**src/rtl/ex_operand_stage.sv**
```systemverilog
// Registered operand-select stage between ID and the EX-stage ALU.
// Resolves rj/rk through prioritised forwarding, extends the immediate and interlocks on pending producers.
module ex_operand_stage #(
    parameter int DATA_W  = 32,
    parameter int IMM_W   = 26,
    parameter int NUM_FWD = 2,
    parameter int CNT_W   = 16
) (
    input  logic                      clk,
    input  logic                      resetn,
    input  logic                      flush,
    input  logic                      id_valid,
    output logic                      id_ready,
    input  logic [7:0]                op,
    input  logic [3:0]                op_type,
    input  logic [4:0]                rj_idx,
    input  logic [4:0]                rk_idx,
    input  logic [DATA_W-1:0]         rj_rf,
    input  logic [DATA_W-1:0]         rk_rf,
    input  logic [IMM_W-1:0]          imm_unext,
    input  logic [2:0]                imm_sz,
    input  logic [4:0]                shift_imm,
    input  logic                      flag_unsigned,
    input  logic [NUM_FWD-1:0]        fwd_valid,
    input  logic [NUM_FWD-1:0]        fwd_pending,
    input  logic [NUM_FWD*5-1:0]      fwd_idx,
    input  logic [NUM_FWD*DATA_W-1:0] fwd_data,
    output logic                      ex_valid,
    input  logic                      ex_ready,
    output logic [DATA_W-1:0]         alu_in1,
    output logic [DATA_W-1:0]         alu_in2,
    output logic [7:0]                ex_op,
    output logic [3:0]                ex_op_type,
    output logic [CNT_W-1:0]          stall_cnt
);
    localparam logic [3:0] OP_TYPE_3R = 4'd1;
    localparam logic [7:0] OP_SLLI    = 8'h10;
    localparam logic [7:0] OP_SRLI    = 8'h11;
    localparam logic [7:0] OP_SRAI    = 8'h12;
    localparam logic [2:0] IMM_SZ_8   = 3'd1;
    localparam logic [2:0] IMM_SZ_12  = 3'd2;
    localparam logic [2:0] IMM_SZ_14  = 3'd3;
    localparam logic [2:0] IMM_SZ_16  = 3'd4;
    localparam logic [2:0] IMM_SZ_20  = 3'd5;
    localparam logic [2:0] IMM_SZ_26  = 3'd6;

    typedef enum logic [1:0] {ST_EMPTY = 2'd0, ST_WAIT = 2'd1, ST_VALID = 2'd2} state_t;

    // Returns {hazard, value}; the lowest-numbered matching channel wins.
    function automatic logic [DATA_W:0] resolve_src(
        input logic [4:0]                idx,
        input logic [DATA_W-1:0]         rf_val,
        input logic [NUM_FWD-1:0]        fv,
        input logic [NUM_FWD-1:0]        fp,
        input logic [NUM_FWD*5-1:0]      fi,
        input logic [NUM_FWD*DATA_W-1:0] fd
    );
        logic [DATA_W:0] res;
        res = {1'b0, rf_val};
        for (int i = NUM_FWD - 1; i >= 0; i--) begin
            res = (fv[i] && (fi[i*5 +: 5] == idx)) ? {fp[i], fd[i*DATA_W +: DATA_W]} : res;
        end
        return (idx == 5'd0) ? {(DATA_W+1){1'b0}} : res;
    endfunction

    function automatic logic [DATA_W-1:0] imm_extend(
        input logic [IMM_W-1:0] imm,
        input logic [2:0]       sz,
        input logic             uns
    );
        logic [DATA_W-1:0] res;
        res = {DATA_W{1'b0}};
        case (sz)
            IMM_SZ_8:  begin res = {DATA_W{imm[7]}};         res[7:0]  = imm[7:0];  end
            IMM_SZ_12: begin res = {DATA_W{imm[11] & ~uns}}; res[11:0] = imm[11:0]; end
            IMM_SZ_14: begin res = {DATA_W{imm[13]}};        res[13:0] = imm[13:0]; end
            IMM_SZ_16: begin res = {DATA_W{imm[15]}};        res[15:0] = imm[15:0]; end
            IMM_SZ_20: begin res = {DATA_W{imm[19]}};        res[31:0] = {imm[19:0], 12'h000}; end
            IMM_SZ_26: begin res = {DATA_W{imm[25]}};        res[25:0] = imm[25:0]; end
            default:   res = {DATA_W{1'b0}};
        endcase
        return res;
    endfunction

    state_t             state_r, state_s;
    logic               ex_valid_r, valid_s, load_s, capture_s;
    logic [DATA_W-1:0]  alu_in1_r, alu_in2_r, in2_s;
    logic [CNT_W-1:0]   stall_cnt_r;
    logic [7:0]         op_r, sel_op_s;
    logic [3:0]         op_type_r, sel_op_type_s;
    logic [4:0]         rj_idx_r, rk_idx_r, shift_r, sel_rj_idx_s, sel_rk_idx_s, sel_shift_s;
    logic [DATA_W-1:0]  rj_rf_r, rk_rf_r, sel_rj_rf_s, sel_rk_rf_s;
    logic [IMM_W-1:0]   imm_r, sel_imm_s;
    logic [2:0]         imm_sz_r, sel_imm_sz_s;
    logic               uns_r, sel_uns_s;
    logic [DATA_W:0]    rj_res_s, rk_res_s;
    logic               is_shift_s, rk_need_s, hazard_s;

    assign id_ready   = !flush && ((state_r == ST_EMPTY) || ((state_r == ST_VALID) && ex_ready));
    assign capture_s  = id_valid && id_ready;
    assign ex_valid   = ex_valid_r;
    assign alu_in1    = alu_in1_r;
    assign alu_in2    = alu_in2_r;
    assign ex_op      = op_r;
    assign ex_op_type = op_type_r;
    assign stall_cnt  = stall_cnt_r;

    // While waiting, resolution runs on the latched copy; otherwise on the incoming ID fields.
    always_comb begin
        if (state_r == ST_WAIT) begin
            sel_op_s = op_r;         sel_op_type_s = op_type_r;
            sel_rj_idx_s = rj_idx_r; sel_rk_idx_s  = rk_idx_r;
            sel_rj_rf_s = rj_rf_r;   sel_rk_rf_s   = rk_rf_r;
            sel_imm_s = imm_r;       sel_imm_sz_s  = imm_sz_r;
            sel_shift_s = shift_r;   sel_uns_s     = uns_r;
        end else begin
            sel_op_s = op;           sel_op_type_s = op_type;
            sel_rj_idx_s = rj_idx;   sel_rk_idx_s  = rk_idx;
            sel_rj_rf_s = rj_rf;     sel_rk_rf_s   = rk_rf;
            sel_imm_s = imm_unext;   sel_imm_sz_s  = imm_sz;
            sel_shift_s = shift_imm; sel_uns_s     = flag_unsigned;
        end
    end

    // Operand resolution, hazard detection and second-operand selection.
    always_comb begin
        rj_res_s   = resolve_src(sel_rj_idx_s, sel_rj_rf_s, fwd_valid, fwd_pending, fwd_idx, fwd_data);
        rk_res_s   = resolve_src(sel_rk_idx_s, sel_rk_rf_s, fwd_valid, fwd_pending, fwd_idx, fwd_data);
        is_shift_s = (sel_op_s == OP_SLLI) || (sel_op_s == OP_SRAI) || (sel_op_s == OP_SRLI);
        rk_need_s  = (sel_op_type_s == OP_TYPE_3R) && !is_shift_s;
        hazard_s   = rj_res_s[DATA_W] || (rk_need_s && rk_res_s[DATA_W]);
        in2_s      = imm_extend(sel_imm_s, sel_imm_sz_s, sel_uns_s);
        if (sel_op_type_s == OP_TYPE_3R) begin
            in2_s = is_shift_s ? {{(DATA_W-5){1'b0}}, sel_shift_s} : rk_res_s[DATA_W-1:0];
        end else begin
            in2_s = imm_extend(sel_imm_s, sel_imm_sz_s, sel_uns_s);
        end
    end

    // Next-state and operand-load decisions; flush overrides everything.
    always_comb begin
        state_s = state_r;
        valid_s = ex_valid_r;
        load_s  = 1'b0;
        if (flush) begin
            state_s = ST_EMPTY;
            valid_s = 1'b0;
        end else begin
            case (state_r)
                ST_EMPTY, ST_VALID: begin
                    if (capture_s && hazard_s) begin
                        state_s = ST_WAIT;
                        valid_s = 1'b0;
                    end else if (capture_s) begin
                        state_s = ST_VALID;
                        valid_s = 1'b1;
                        load_s  = 1'b1;
                    end else if ((state_r == ST_VALID) && ex_ready) begin
                        state_s = ST_EMPTY;
                        valid_s = 1'b0;
                    end else begin
                        state_s = state_r;
                        valid_s = ex_valid_r;
                    end
                end
                ST_WAIT: begin
                    if (hazard_s) begin
                        state_s = ST_WAIT;
                        valid_s = 1'b0;
                    end else begin
                        state_s = ST_VALID;
                        valid_s = 1'b1;
                        load_s  = 1'b1;
                    end
                end
                default: begin
                    state_s = ST_EMPTY;
                    valid_s = 1'b0;
                end
            endcase
        end
    end

    // State register and registered ALU operands.
    always_ff @(posedge clk or negedge resetn) begin
        if (!resetn) begin
            state_r    <= ST_EMPTY;
            ex_valid_r <= 1'b0;
            alu_in1_r  <= {DATA_W{1'b0}};
            alu_in2_r  <= {DATA_W{1'b0}};
        end else begin
            state_r    <= state_s;
            ex_valid_r <= valid_s;
            if (load_s) begin
                alu_in1_r <= rj_res_s[DATA_W-1:0];
                alu_in2_r <= in2_s;
            end
        end
    end

    // Hold registers for the captured instruction.
    always_ff @(posedge clk or negedge resetn) begin
        if (!resetn) begin
            op_r <= 8'h00;               op_type_r <= 4'h0;
            rj_idx_r <= 5'd0;            rk_idx_r  <= 5'd0;
            rj_rf_r <= {DATA_W{1'b0}};   rk_rf_r   <= {DATA_W{1'b0}};
            imm_r <= {IMM_W{1'b0}};      imm_sz_r  <= 3'd0;
            shift_r <= 5'd0;             uns_r     <= 1'b0;
        end else if (capture_s) begin
            op_r <= op;                  op_type_r <= op_type;
            rj_idx_r <= rj_idx;          rk_idx_r  <= rk_idx;
            rj_rf_r <= rj_rf;            rk_rf_r   <= rk_rf;
            imm_r <= imm_unext;          imm_sz_r  <= imm_sz;
            shift_r <= shift_imm;        uns_r     <= flag_unsigned;
        end
    end

    // Saturating count of interlock cycles; flush deliberately leaves it alone.
    always_ff @(posedge clk or negedge resetn) begin
        if (!resetn) begin
            stall_cnt_r <= {CNT_W{1'b0}};
        end else if ((state_r == ST_WAIT) && (stall_cnt_r != {CNT_W{1'b1}})) begin
            stall_cnt_r <= stall_cnt_r + {{(CNT_W-1){1'b0}}, 1'b1};
        end
    end
endmodule

```
**config.mk**
```make
export PLATFORM = sky130hd
export DESIGN_NAME = ex_operand_stage
export DESIGN_NICKNAME = d
export VERILOG_FILES = /design/src/rtl/ex_operand_stage.sv
export SDC_FILE = /design/constraint.sdc
export NUM_CORES = 1
export LEC_CHECK = 0
export CORE_MARGIN = 1
export CORE_UTILIZATION = 40
export DETAILED_ROUTE_END_ITERATION = 10
export PLACE_DENSITY = 0.77
export SETUP_SLACK_MARGIN = 0.4
export SLEW_MARGIN = 20
export SYNTH_ARGS = -nofsm -noshare
export SYNTH_HDL_FRONTEND = slang
export SYNTH_SLANG_ARGS = --single-unit
```
**constraint.sdc**
```tcl
create_clock -name clk -period 6.7 [get_ports clk]
set_clock_uncertainty 0.15 [all_clocks]
set_input_delay 1.34 -clock clk [delete_from_list [all_inputs] [get_ports clk]]
set_output_delay 1.34 -clock clk [all_outputs]
set_load 0.01 [all_outputs]
```
==> out/qor.log, run 1 <==
[outcome] status complete, no violations
[timing] Worst Setup Slack, final 1.82 ns
[timing] transition time at the pin with the least slew margin 1.11 ns
[timing] fin crit period 4.88 ns
[worst_setup_path] type of origin of the critical path flop
[cts] number of CTS-inserted buffers 25
[global_routing] number of antenna violations at the first check in global routing 3
[power_and_ir_drop] power density normalized to cell area 246 nW/um^2
[die] starting density of the core 0.411
[cts] Clock Pin Slew Worst Setup and Hold Paths 0.06 ns
[place] cell total after placement 1700
[route] post-route ant nets 0
[layout] FF+latch area 5080 sq um
[layout] # fillers 2414
[die] area of the core 28000 sq um
[place] pre-CTS worst setup slack 1.43 ns
[power_and_ir_drop] Combinational Power Share 0.233
[yosys] area of the mapped netlist 11500 sq um
[layout] area taken by multi-input logic gates 6030 sq um
[die] Ports 298
[timing] Slew headroom 0.261
[cts] TritonCTS Sinks 203
[worst_setup_path] class of the most critical setup path reg2reg
[yosys] Post-synth EDFFs 0
[layout] Final Net Count 1554
[cts] Clk Tree Root Cell sky130_fd_sc_hd__clkbuf_16
[die] Die Footprint 29500 sq um
[worst_setup_path] Arrival @ worst endpoint 5.12 ns
[layout] synthesis-to-layout area growth 35.8%
[power_and_ir_drop] net switching component of the power 1.04 mW
[route] count of routing violations after the opening detailed-route iteration 872
[power_and_ir_drop] part of the total power dissipated in the clock network 0.351
[timing] unrepaired setup endpoints after global routing false
[worst_setup_path] cell repeated most along the worst path sky130_fd_sc_hd__buf_4
[layout] fraction of layout instances using a drive strength above 1 0.169
[die] number of core rows 61
[global_routing] via count of the first global-routing pass 9980
[timing] Setup Viol. Count Final 0
[timing] post-route setup TNS 0 ns
[cts] number of H-tree branching levels 1
[worst_setup_path] CP Capture Type flop
[route] number of search-and-repair iterations in the first detailed-routing pass 8
[timing] final worst path period share 0.728
[place] count of buffers inserted at the top-level ports 297
[global_routing] global-route usage over all layers 0.250
[cts] hold-fix buffers at CTS 0
[yosys] synthesized net count 1285
[worst_setup_path] Crit path required time 6.94 ns
[timing] final hold viol count 0
[layout] leading cell type in the layout, fill and taps excluded sky130_fd_sc_hd__clkdlybuf4s50_1
[yosys] number of warnings printed during yosys synthesis 0
[worst_setup_path] CP max stage cell sky130_fd_sc_hd__a2111oi_4
[global_routing] maximum number of pins on one net before global-route repair 91
[worst_setup_path] largest fanout on the critical path 32
[yosys] predominant post-synthesis flop cell sky130_fd_sc_hd__dfrtp_1
[cts] maximum buffer depth of the clock tree 3
[global_routing] grt ovf 0
[cts] worst-skew pair later-pin latency 0.51 ns
[layout] most used cells in the layout excluding fill and tap cells sky130_fd_sc_hd__clkdlybuf4s50_1 (296), sky130_fd_sc_hd__nand2_1 (221), sky130_fd_sc_hd__dfrtp_1 (203), sky130_fd_sc_hd__mux2_2 (161), sky130_fd_sc_hd__mux2i_1 (91)
[yosys] part of the Yosys area used for sequential elements 0.441
[power_and_ir_drop] switching share of power 0.270
[worst_setup_path] largest stage delay on the critical path 0.76 ns
[hold_path] path class of the lowest-slack min-delay path reg2reg
[place] placed standard-cell area 14800 sq um
[die] floorplan die height 172 um
[route] post-DR vias/cell 5.56
[worst_setup_path] total buffers and inverters traversed by the critical path 2
[cts] TritonCTS clock tree done
[route] wire length reported by the detailed router 37100 um
[cts] number of buffers inserted by post-CTS setup repair 0
[die] width of the die 172 um
[power_and_ir_drop] internal power contribution 2.81 mW
[worst_setup_path] cell-by-cell listing of the critical path nor2b_4 -> buf_4 -> o211a_1 -> o221ai_2 -> o311a_1 -> a32o_1 -> a2111oi_4 -> buf_4 -> mux2_1
[layout] post-route cell area 15600 sq um
[yosys] number of distinct library cell variants in the gate-level netlist after synthesis 65
[cts] PostCTS Resize Cnt 0
[worst_setup_path] kind of cell adding the most delay to the critical path compound AO/OA/AOI/OAI gates
[route] DRC violation count after routing 0
[yosys] number of instances in the synthesized netlist 1080
[power_and_ir_drop] sequential fraction of design power 0.416
[yosys] fraction of synthesis flops using an asynchronous set or reset pin 1.00
[place] gp weighted congestion 0.878
[place] HPWL after detailed placement 25800 um
[power_and_ir_drop] standby leakage power 6.55 nW
[global_routing] wire length of the first global-routing pass 56500 um
[route] routed length per placed instance 21.3 um
[yosys] post-synthesis sequential element count 203
[job] Maximum Capacitance Violations 0
[yosys] Synth Area per Inst 10.7 sq um
[timing] number of slew-limit violations in the final report 0
[route] count of vias placed by the detailed router 9702
[power_and_ir_drop] peak supply drop 156 uV
[layout] post-layout instance count excluding filler cells 1744
[timing] highest attainable clock frequency 205 MHz
## synthesized netlist by cell type (6+ instances only)
library cell	instances	area [sq um]
sky130_fd_sc_hd__o21ai_0	9	45.0
sky130_fd_sc_hd__a221o_1	8	80.1
sky130_fd_sc_hd__nand2_1	222	833
sky130_fd_sc_hd__nand4_1	8	50.1
sky130_fd_sc_hd__buf_2	7	35.0
sky130_fd_sc_hd__inv_1	38	143
sky130_fd_sc_hd__clkbuf_1	44	165
sky130_fd_sc_hd__o211ai_1	8	60.1
sky130_fd_sc_hd__xor2_1	11	96.3
sky130_fd_sc_hd__xnor2_1	21	184
sky130_fd_sc_hd__o22ai_1	7	43.8
sky130_fd_sc_hd__mux2_2	161	1810
sky130_fd_sc_hd__dfrtp_1	203	5080
sky130_fd_sc_hd__nor3_1	7	35.0
sky130_fd_sc_hd__o221ai_1	14	123
sky130_fd_sc_hd__nor2_1	18	67.6
sky130_fd_sc_hd__o2bb2ai_1	32	280
sky130_fd_sc_hd__mux2_1	25	282
sky130_fd_sc_hd__nand2b_1	9	56.3
sky130_fd_sc_hd__nor2b_1	6	37.5
sky130_fd_sc_hd__mux2i_1	91	911
sky130_fd_sc_hd__a21oi_1	8	40.0
sky130_fd_sc_hd__a222oi_1	22	220
sky130_fd_sc_hd__buf_1	11	41.3
## state kept, by name, indices dropped and copies added (netlist names), 2 cells and up
| signal | flops |
|---|---|
| alu_in1 | 32 |
| alu_in2 | 32 |
| ex_op | 8 |
| ex_op_type | 4 |
| imm_r | 26 |
| imm_sz_r | 3 |
| rj_idx_r | 5 |
| rj_rf_r | 32 |
| rk_idx_r | 5 |
| rk_rf_r | 32 |
| shift_r | 5 |
| stall_cnt | 16 |
| state_r | 2 |
## final timing paths
| kind | from | to | slack, ns | depth (start not counted) |
|---|---|---|---|---|
| min in group asynchronous | resetn | alu_in1[14]$_DFFE_PN0P_ | 0.70 | 1 |
| setup / recovery | state_r[0]$_DFFE_PN0P_ | alu_in1[16]$_DFFE_PN0P_ | 1.82 | 9 |
| hold reg to reg | alu_in1[21]$_DFFE_PN0P_ | alu_in1[21]$_DFFE_PN0P_ | 0.34 | 1 |
| max in group asynchronous | resetn | ex_op[7]$_DFFE_PN0P_ | 4.43 | 2 |
| hold / removal | alu_in1[21]$_DFFE_PN0P_ | alu_in1[21]$_DFFE_PN0P_ | 0.34 | 1 |
| setup reg to reg | state_r[0]$_DFFE_PN0P_ | alu_in1[16]$_DFFE_PN0P_ | 1.82 | 9 |
## power groups by stage
stage	logic (mW)	clock network, mW	registers, mW
2_1_floorplan	0.359	0	1.62
3_3_place_gp	0.874	0	1.61
3_5_place_dp	0.897	0	1.62
4_1_cts	0.900	1.38	1.60
5_1_grt	0.964	1.43	1.62
6_report	0.894	1.35	1.60
## metrics by stage
stage | power [mW] | utilization | hold slack (ns)
5_1_grt | 4.02 | 0.558 | 0.356
3_5_place_dp | 2.51 | 0.529 | 0.326
3_3_place_gp | 2.48 | 0.529 | 0.321
2_1_floorplan | 1.98 | - | 0.301
4_1_cts | 3.87 | 0.558 | 0.338
6_report | 3.84 | 0.558 | 0.343
## layout make-up
| class | instances | share of cell area |
|---|---|---|
| Antenna cell | 3 | 0.000480 |
| Clock buffer | 35 | 0.0469 |
| Clock inverter | 6 | 0.00528 |
| Inverter | 38 | 0.00912 |
| Multi-Input combinational cell | 770 | 0.386 |
| Sequential cell | 203 | 0.325 |
| Tap cell | 378 | 0.0302 |
| Timing Repair Buffer | 311 | 0.197 |
## cells by family (layout without fill, tap and decap cells)
family | Yosys count | in the layout | share of synthesized area
mux | 279 | 279 | 0.264
xor+xnor | 32 | 32 | 0.0243
buf+inv | 107 | 390 | 0.0396
fa+ha+maj | 1 | 1 | 0.00109
compound gates | 153 | 153 | 0.113
flops | 203 | 203 | 0.441
simple gates | 305 | 305 | 0.118
other cells | 0 | 3 | 0
## per-layer routing
layer | wire length (um) | track usage | part of all wire
met1 | 15800 | 0.329 | 0.43
met2 | 17600 | 0.414 | 0.48
met3 | 2760 | 0.0513 | 0.074
met4 | 880 | 0.0679 | 0.024
met5 | 11 | 0 | 0.00030
No activity file was read; power rests on OpenSTA's default activity.
==> run 2, diff against run 1 <==
--- a/config.mk
+++ b/config.mk
@@ -8,7 +8,7 @@
 export CORE_MARGIN = 1
 export CORE_UTILIZATION = 40
 export DETAILED_ROUTE_END_ITERATION = 10
-export PLACE_DENSITY = 0.77
+export PLACE_DENSITY = 0.79
 export SETUP_SLACK_MARGIN = 0.4
 export SLEW_MARGIN = 20
 export SYNTH_ARGS = -nofsm -noshare
==> constraint.sdc (replaced) <==
create_clock -name clk -period 4.1 [get_ports clk]
set_clock_uncertainty 0.15 [all_clocks]
set_input_delay 0.82 -clock clk [delete_from_list [all_inputs] [get_ports clk]]
set_output_delay 0.82 -clock clk [all_outputs]
set_load 0.01 [all_outputs]
==> out/qor.log, run 2 (same netlist as run 1, synthesis figures left out) <==
[place] gp weighted congestion 0.857 [was 0.878]
[layout] leading cell type in the layout, fill and taps excluded sky130_fd_sc_hd__clkdlybuf4s50_1 [unchanged]
[cts] number of CTS-inserted buffers 24 [was 25]
[power_and_ir_drop] sequential fraction of design power 0.428 [was 0.416]
[timing] Setup Viol. Count Final 0 [unchanged]
[power_and_ir_drop] Combinational Power Share 0.245 [was 0.233]
[route] number of search-and-repair iterations in the first detailed-routing pass 11 [was 8]
[timing] highest attainable clock frequency 283 MHz
[layout] # fillers 2361 [was 2414]
[timing] post-route setup TNS 0 ns [unchanged]
[worst_setup_path] Arrival @ worst endpoint 3.78 ns [was 5.12 ns]
[worst_setup_path] class of the most critical setup path in2reg [was reg2reg]
[power_and_ir_drop] standby leakage power 6.63 nW [was 6.55 nW]
[outcome] status complete, no violations [unchanged]
[cts] Clock Pin Slew Worst Setup and Hold Paths 0.06 ns [about the same]
[power_and_ir_drop] part of the total power dissipated in the clock network 0.327 [was 0.351]
[global_routing] via count of the first global-routing pass 10199 [was 9980]
[die] number of core rows 61 [unchanged]
[layout] fraction of layout instances using a drive strength above 1 0.177 [was 0.169]
[hold_path] path class of the lowest-slack min-delay path in2async [was reg2reg]
[die] width of the die 172 um [unchanged]
[global_routing] number of antenna violations at the first check in global routing 5 [was 3]
[layout] most used cells in the layout excluding fill and tap cells sky130_fd_sc_hd__clkdlybuf4s50_1 (296), sky130_fd_sc_hd__nand2_1 (221), sky130_fd_sc_hd__dfrtp_1 (202), sky130_fd_sc_hd__mux2_2 (161), sky130_fd_sc_hd__mux2i_1 (91) [was sky130_fd_sc_hd__clkdlybuf4s50_1 (296), sky130_fd_sc_hd__nand2_1 (221), sky130_fd_sc_hd__dfrtp_1 (203), sky130_fd_sc_hd__mux2_2 (161), sky130_fd_sc_hd__mux2i_1 (91)]
[cts] TritonCTS Sinks 203 [unchanged]
[cts] maximum buffer depth of the clock tree 3 [unchanged]
[job] Maximum Capacitance Violations 0 [unchanged]
[layout] synthesis-to-layout area growth 37.4% [was 35.8%]
[timing] unrepaired setup endpoints after global routing true [was false]
[route] wire length reported by the detailed router 37200 um [was 37100 um]
[power_and_ir_drop] peak supply drop 269 uV [was 156 uV]
[place] HPWL after detailed placement 25700 um [was 25800 um]
[route] post-DR vias/cell 5.59 [was 5.56]
[timing] final worst path period share 0.861
[timing] Slew headroom 0.403 [was 0.261]
[die] Ports 298 [unchanged]
[global_routing] wire length of the first global-routing pass 57200 um [was 56500 um]
[cts] Clk Tree Root Cell sky130_fd_sc_hd__clkbuf_16 [unchanged]
[worst_setup_path] CP Capture Type flop [unchanged]
[timing] transition time at the pin with the least slew margin 0.896 ns [was 1.11 ns]
[cts] TritonCTS clock tree done [unchanged]
[die] starting density of the core 0.411 [unchanged]
[timing] fin crit period 3.53 ns
[layout] Final Net Count 1571 [was 1554]
[cts] hold-fix buffers at CTS 0 [unchanged]
[route] routed length per placed instance 21.1 um [was 21.3 um]
[cts] worst-skew pair later-pin latency 0.52 ns [was 0.51 ns]
[cts] number of H-tree branching levels 1 [unchanged]
[power_and_ir_drop] final total power 6.09 mW [was 3.84 mW]
[place] count of buffers inserted at the top-level ports 297 [unchanged]
[timing] number of slew-limit violations in the final report 0 [unchanged]
[die] floorplan die height 172 um [unchanged]
[global_routing] grt ovf 0 [unchanged]
[global_routing] maximum number of pins on one net before global-route repair 129 [was 91]
[route] count of routing violations after the opening detailed-route iteration 891 [was 872]
[worst_setup_path] type of origin of the critical path primary input [was flop]
[timing] final hold viol count 0 [unchanged]
[route] DRC violation count after routing 0 [unchanged]
[power_and_ir_drop] power density normalized to cell area 385 nW/um^2 [was 246 nW/um^2]
[power_and_ir_drop] internal power contribution 4.40 mW [was 2.81 mW]
[global_routing] global-route usage over all layers 0.251 [was 0.250]
[worst_setup_path] largest fanout on the critical path 21 [was 32]
[power_and_ir_drop] switching share of power 0.278 [was 0.270]
[worst_setup_path] Crit path required time 4.35 ns [was 6.94 ns]
[power_and_ir_drop] net switching component of the power 1.69 mW [was 1.04 mW]
[route] count of vias placed by the detailed router 9856 [was 9702]
[die] area of the core 28000 sq um [unchanged]
[die] Die Footprint 29500 sq um [unchanged]
[route] post-route ant nets 0 [unchanged]
==> run 2: layout make-up <==
class	instances	area, sq um	share of cell area
diodes	3	7.51	0.000475
clock buffers	37	689	0.0436
clock inverters	4	33.8	0.00214
inverters	38	143	0.00902
multi-input cells	770	6040	0.382
flip-flops and latches	203	5080	0.321
well taps	378	473	0.0299
repair buffers	329	3350	0.212
==> run 2: path summary, 6_finish.rpt <==
check	slack, ns	to	depth (start not counted)	start
max	0.57	alu_in1[16]$_DFFE_PN0P_	10	fwd_idx[4]
min	0.28	rj_rf_r[18]$_DFFE_PN0P_	1	resetn
max reg2reg	0.65	alu_in1[16]$_DFFE_PN0P_	9	state_r[0]$_DFFE_PN0P_
min reg2reg	0.34	alu_in1[20]$_DFFE_PN0P_	1	alu_in1[20]$_DFFE_PN0P_
max in group asynchronous	2.65	rk_idx_r[1]$_DFFE_PN0P_	2	resetn
min in group clk	0.34	alu_in1[20]$_DFFE_PN0P_	1	alu_in1[20]$_DFFE_PN0P_
==> run 2: per-stage QoR <==
step           hold slack [ns]  worst slack [ns]  instance area, sq um  utilization  std cells
2_1_floorplan            0.301             0.701                 11500            -       1080
3_3_place_gp             0.318             0.137                 15000        0.537       1715
3_5_place_dp             0.327            0.0456                 15000        0.537       1715
4_1_cts                  0.306             0.480                 15800        0.563       1756
5_1_grt                  0.336             0.365                 15800        0.565       1761
6_report                 0.281             0.571                 15800        0.565       1762
==> run 2: per-layer routing <==
metal | part of all wire | vias to the layer above | track usage
met5 | 0.00073 | - | 0
met4 | 0.036 | 4 | 0.0978
met3 | 0.084 | 71 | 0.0545
met2 | 0.47 | 424 | 0.406
met1 | 0.41 | 4862 | 0.326
li1 | - | 4495 | -
==> run 2: what timing repair did <==
action / 4_1_cts / 5_1_grt
setup buffers: 0 / 3
gates resized for setup: 0 / 3
hold endpoints to repair: 0 / 0
endpoints found under the setup margin: 0 / 36
==> run 2: critical path, cell delays in order <==
cell	delay, ns
sky130_fd_sc_hd__clkdlybuf4s50_1	0.52
sky130_fd_sc_hd__xor2_1	0.19
sky130_fd_sc_hd__a211oi_1	0.25
sky130_fd_sc_hd__o221ai_2	0.19
sky130_fd_sc_hd__o311a_1	0.41
sky130_fd_sc_hd__a32o_1	0.30
sky130_fd_sc_hd__a2111oi_4	0.34
sky130_fd_sc_hd__buf_12	0.20
sky130_fd_sc_hd__buf_12	0.19
sky130_fd_sc_hd__mux2_1	0.36
==> run 2: power by group through the flow <==
stage	combinational (mW)	sequential (mW)	clock (mW)
floorplan	0.586	2.65	0
global placement	1.45	2.62	0
detailed placement	1.49	2.64	0
CTS	1.50	2.60	2.04
global route	1.61	2.65	2.12
finish	1.49	2.61	1.99
==> run 3, diff against run 2 <==
--- a/config.mk
+++ b/config.mk
@@ -5,6 +5,8 @@
 export SDC_FILE = /design/constraint.sdc
 export NUM_CORES = 1
 export LEC_CHECK = 0
+export CAP_MARGIN = 20
+export CORE_ASPECT_RATIO = 2
 export CORE_MARGIN = 1
 export CORE_UTILIZATION = 40
 export DETAILED_ROUTE_END_ITERATION = 10
==> out/qor.log, run 3 (same netlist as run 1, synthesis figures left out) <==
[outcome] status complete, no violations [unchanged]
[timing] fin crit period 3.53 ns [about the same]
[route] DRC violation count after routing 0 [unchanged]
[layout] Finished Core Util 0.559 [was 0.565]
[cts] Clock Pin Slew Worst Setup and Hold Paths 0.06 ns [about the same]
[layout] # fillers 2416 [was 2361]
[place] HPWL after detailed placement 28000 um [was 25700 um]
[route] number of search-and-repair iterations in the first detailed-routing pass 6 [was 11]
[global_routing] number of antenna violations at the first check in global routing 12 [was 5]
[cts] number of H-tree branching levels 1 [unchanged]
[timing] final-layout worst hold slack 0.0410 ns [was 0.281 ns]
[die] Ports 298 [unchanged]
[die] area of the core 28200 sq um [was 28000 sq um]
[cts] worst-skew pair later-pin latency 0.51 ns [was 0.52 ns]
[layout] Final Net Count 1568 [was 1571]
[global_routing] via count of the first global-routing pass 10137 [was 10199]
[cts] Clk Tree Root Cell sky130_fd_sc_hd__clkbuf_16 [unchanged]
[route] post-route ant nets 0 [unchanged]
[worst_setup_path] class of the most critical setup path in2reg [unchanged]
[die] floorplan die height 242 um [was 172 um]
[timing] post-route setup TNS 0 ns [unchanged]
[layout] fraction of layout instances using a drive strength above 1 0.178 [was 0.177]
[worst_setup_path] Crit path required time 4.34 ns [was 4.35 ns]
[route] post-DR vias/cell 5.62 [was 5.59]
[route] count of routing violations after the opening detailed-route iteration 544 [was 891]
[layout] synthesis-to-layout area growth 37.0% [was 37.4%]
[die] Die Footprint 29500 sq um [about the same]
[cts] TritonCTS Sinks 203 [unchanged]
[die] starting density of the core 0.408 [was 0.411]
[die] width of the die 122 um [was 172 um]
[hold_path] path class of the lowest-slack min-delay path in2async [unchanged]
[route] wire length reported by the detailed router 38500 um [was 37200 um]
[global_routing] global-route usage over all layers 0.259 [was 0.251]
[layout] most used cells in the layout excluding fill and tap cells sky130_fd_sc_hd__clkdlybuf4s50_1 (296), sky130_fd_sc_hd__nand2_1 (221), sky130_fd_sc_hd__dfrtp_1 (201), sky130_fd_sc_hd__mux2_2 (161), sky130_fd_sc_hd__mux2i_1 (91) [was sky130_fd_sc_hd__clkdlybuf4s50_1 (296), sky130_fd_sc_hd__nand2_1 (221), sky130_fd_sc_hd__dfrtp_1 (202), sky130_fd_sc_hd__mux2_2 (161), sky130_fd_sc_hd__mux2i_1 (91)]
[worst_setup_path] Arrival @ worst endpoint 3.77 ns [was 3.78 ns]
[worst_setup_path] CP Capture Type flop [unchanged]
[global_routing] grt ovf 0 [unchanged]
[timing] unrepaired setup endpoints after global routing false [was true]
[global_routing] maximum number of pins on one net before global-route repair 129 [unchanged]
[worst_setup_path] type of origin of the critical path primary input [unchanged]
[cts] maximum buffer depth of the clock tree 3 [unchanged]
[power_and_ir_drop] standby leakage power 6.60 nW [was 6.63 nW]
[cts] number of CTS-inserted buffers 21 [was 24]
[place] count of buffers inserted at the top-level ports 297 [unchanged]
[power_and_ir_drop] power density normalized to cell area 386 nW/um^2 [was 385 nW/um^2]
[timing] Slew headroom 0.462 [was 0.403]
[layout] leading cell type in the layout, fill and taps excluded sky130_fd_sc_hd__clkdlybuf4s50_1 [unchanged]
[cts] TritonCTS clock tree done [unchanged]
[worst_setup_path] largest fanout on the critical path 20 [was 21]
[die] number of core rows 87 [was 61]
[route] routed length per placed instance 22.1 um [was 21.1 um]
[layout] post-route cell area 15800 sq um [about the same]
[place] placed standard-cell area 15000 sq um [about the same]
[place] gp weighted congestion 0.878 [was 0.857]
[timing] number of slew-limit violations in the final report 0 [unchanged]
[timing] final hold viol count 0 [unchanged]
[timing] final worst path period share 0.862 [was 0.861]
[global_routing] wire length of the first global-routing pass 58000 um [was 57200 um]
[timing] highest attainable clock frequency 283 MHz [about the same]
[job] Maximum Capacitance Violations 0 [unchanged]
[route] count of vias placed by the detailed router 9791 [was 9856]
[timing] Setup Viol. Count Final 0 [unchanged]
[timing] transition time at the pin with the least slew margin 0.796 ns [was 0.896 ns]
[power_and_ir_drop] peak supply drop 295 uV [was 269 uV]
==> run 3: changes by cell type in the layout (fill, tap and decap cells not counted), moves of 2 or more <==
cell and change:
sky130_fd_sc_hd__buf_6 +2, sky130_fd_sc_hd__diode_2 +8, sky130_fd_sc_hd__clkbuf_1 -5, sky130_fd_sc_hd__clkbuf_8 -4, sky130_fd_sc_hd__clkbuf_16 -2, sky130_fd_sc_hd__bufinv_16 +3, sky130_fd_sc_hd__buf_4 +2, sky130_fd_sc_hd__clkinvlp_4 +3
sky130_fd_sc_hd__buf_12 -6
==> run 3: worst max-delay path, cell delays in order <==
cell                              delay (ns)
sky130_fd_sc_hd__clkdlybuf4s50_1        0.50
sky130_fd_sc_hd__xor2_1                 0.18
sky130_fd_sc_hd__a211oi_1               0.26
sky130_fd_sc_hd__o221ai_2               0.23
sky130_fd_sc_hd__o311a_1                0.43
sky130_fd_sc_hd__a32o_1                 0.30
sky130_fd_sc_hd__a2111oi_4              0.19
sky130_fd_sc_hd__buf_4                  0.22
sky130_fd_sc_hd__buf_6                  0.29
sky130_fd_sc_hd__mux2_1                 0.35
==> run 3: through the flow <==
step | power [mW] | std cells | setup WS [ns]
after floorplan | 3.24 | 1080 | 0.701
after detailed placement | 4.13 | 1692 | -0.0387
after global placement | 4.08 | 1692 | 0.0659
final | 6.08 | 1742 | 0.566
after CTS | 6.13 | 1728 | 0.457
after global routing | 6.36 | 1742 | 0.443
==> run 3: layout make-up <==
cell class	instances	area, sq um	share of cell area
well taps	356	445	0.0283
inverters	38	143	0.00905
multi-input cells	770	6050	0.384
repair buffers	329	3330	0.211
clock inverters	9	134	0.00849
clock buffers	26	554	0.0352
flip-flops and latches	203	5080	0.322
diodes	11	27.5	0.00175
==> run 3: repair_timing <==
action	CTS	global route
setup buffers	1	1
hold buffers	0	0
endpoints found under the setup margin	22	44
pin swaps	0	1
gates resized for setup	2	5
gates cloned	0	1
==> run 3: path summary, 6_finish.rpt <==
path                                    startpoint                        end  slack, ns  cells after the start
max                                     fwd_idx[4]    alu_in1[25]$_DFFE_PN0P_       0.57                     10
min                                         resetn    rk_idx_r[1]$_DFFE_PN0P_       0.04                      1
max reg2reg                 state_r[1]$_DFFE_PN0P_    alu_in2[20]$_DFFE_PN0P_       0.58                      9
min reg2reg                alu_in1[21]$_DFFE_PN0P_    alu_in1[21]$_DFFE_PN0P_       0.34                      1
max in group asynchronous                   resetn  ex_op_type[0]$_DFFE_PN0P_       2.59                      3
min in group clk           alu_in1[21]$_DFFE_PN0P_    alu_in1[21]$_DFFE_PN0P_       0.34                      1
==> run 3: power breakdown <==
group	internal (mW)	switching, mW	total [mW]
logic	0.877	0.618	1.50
clock network	1.15	0.822	1.97
registers	2.37	0.242	2.61
total	4.40	1.68	6.08
==> run 3: routing by layer <==
metal | share of wire | global-route usage | vias up
met5 | 0.00031 | 0 | -
met1 | 0.36 | 0.283 | 4826
met2 | 0.52 | 0.456 | 369
li1 | - | - | 4487
met3 | 0.057 | 0.0424 | 107
met4 | 0.060 | 0.161 | 2
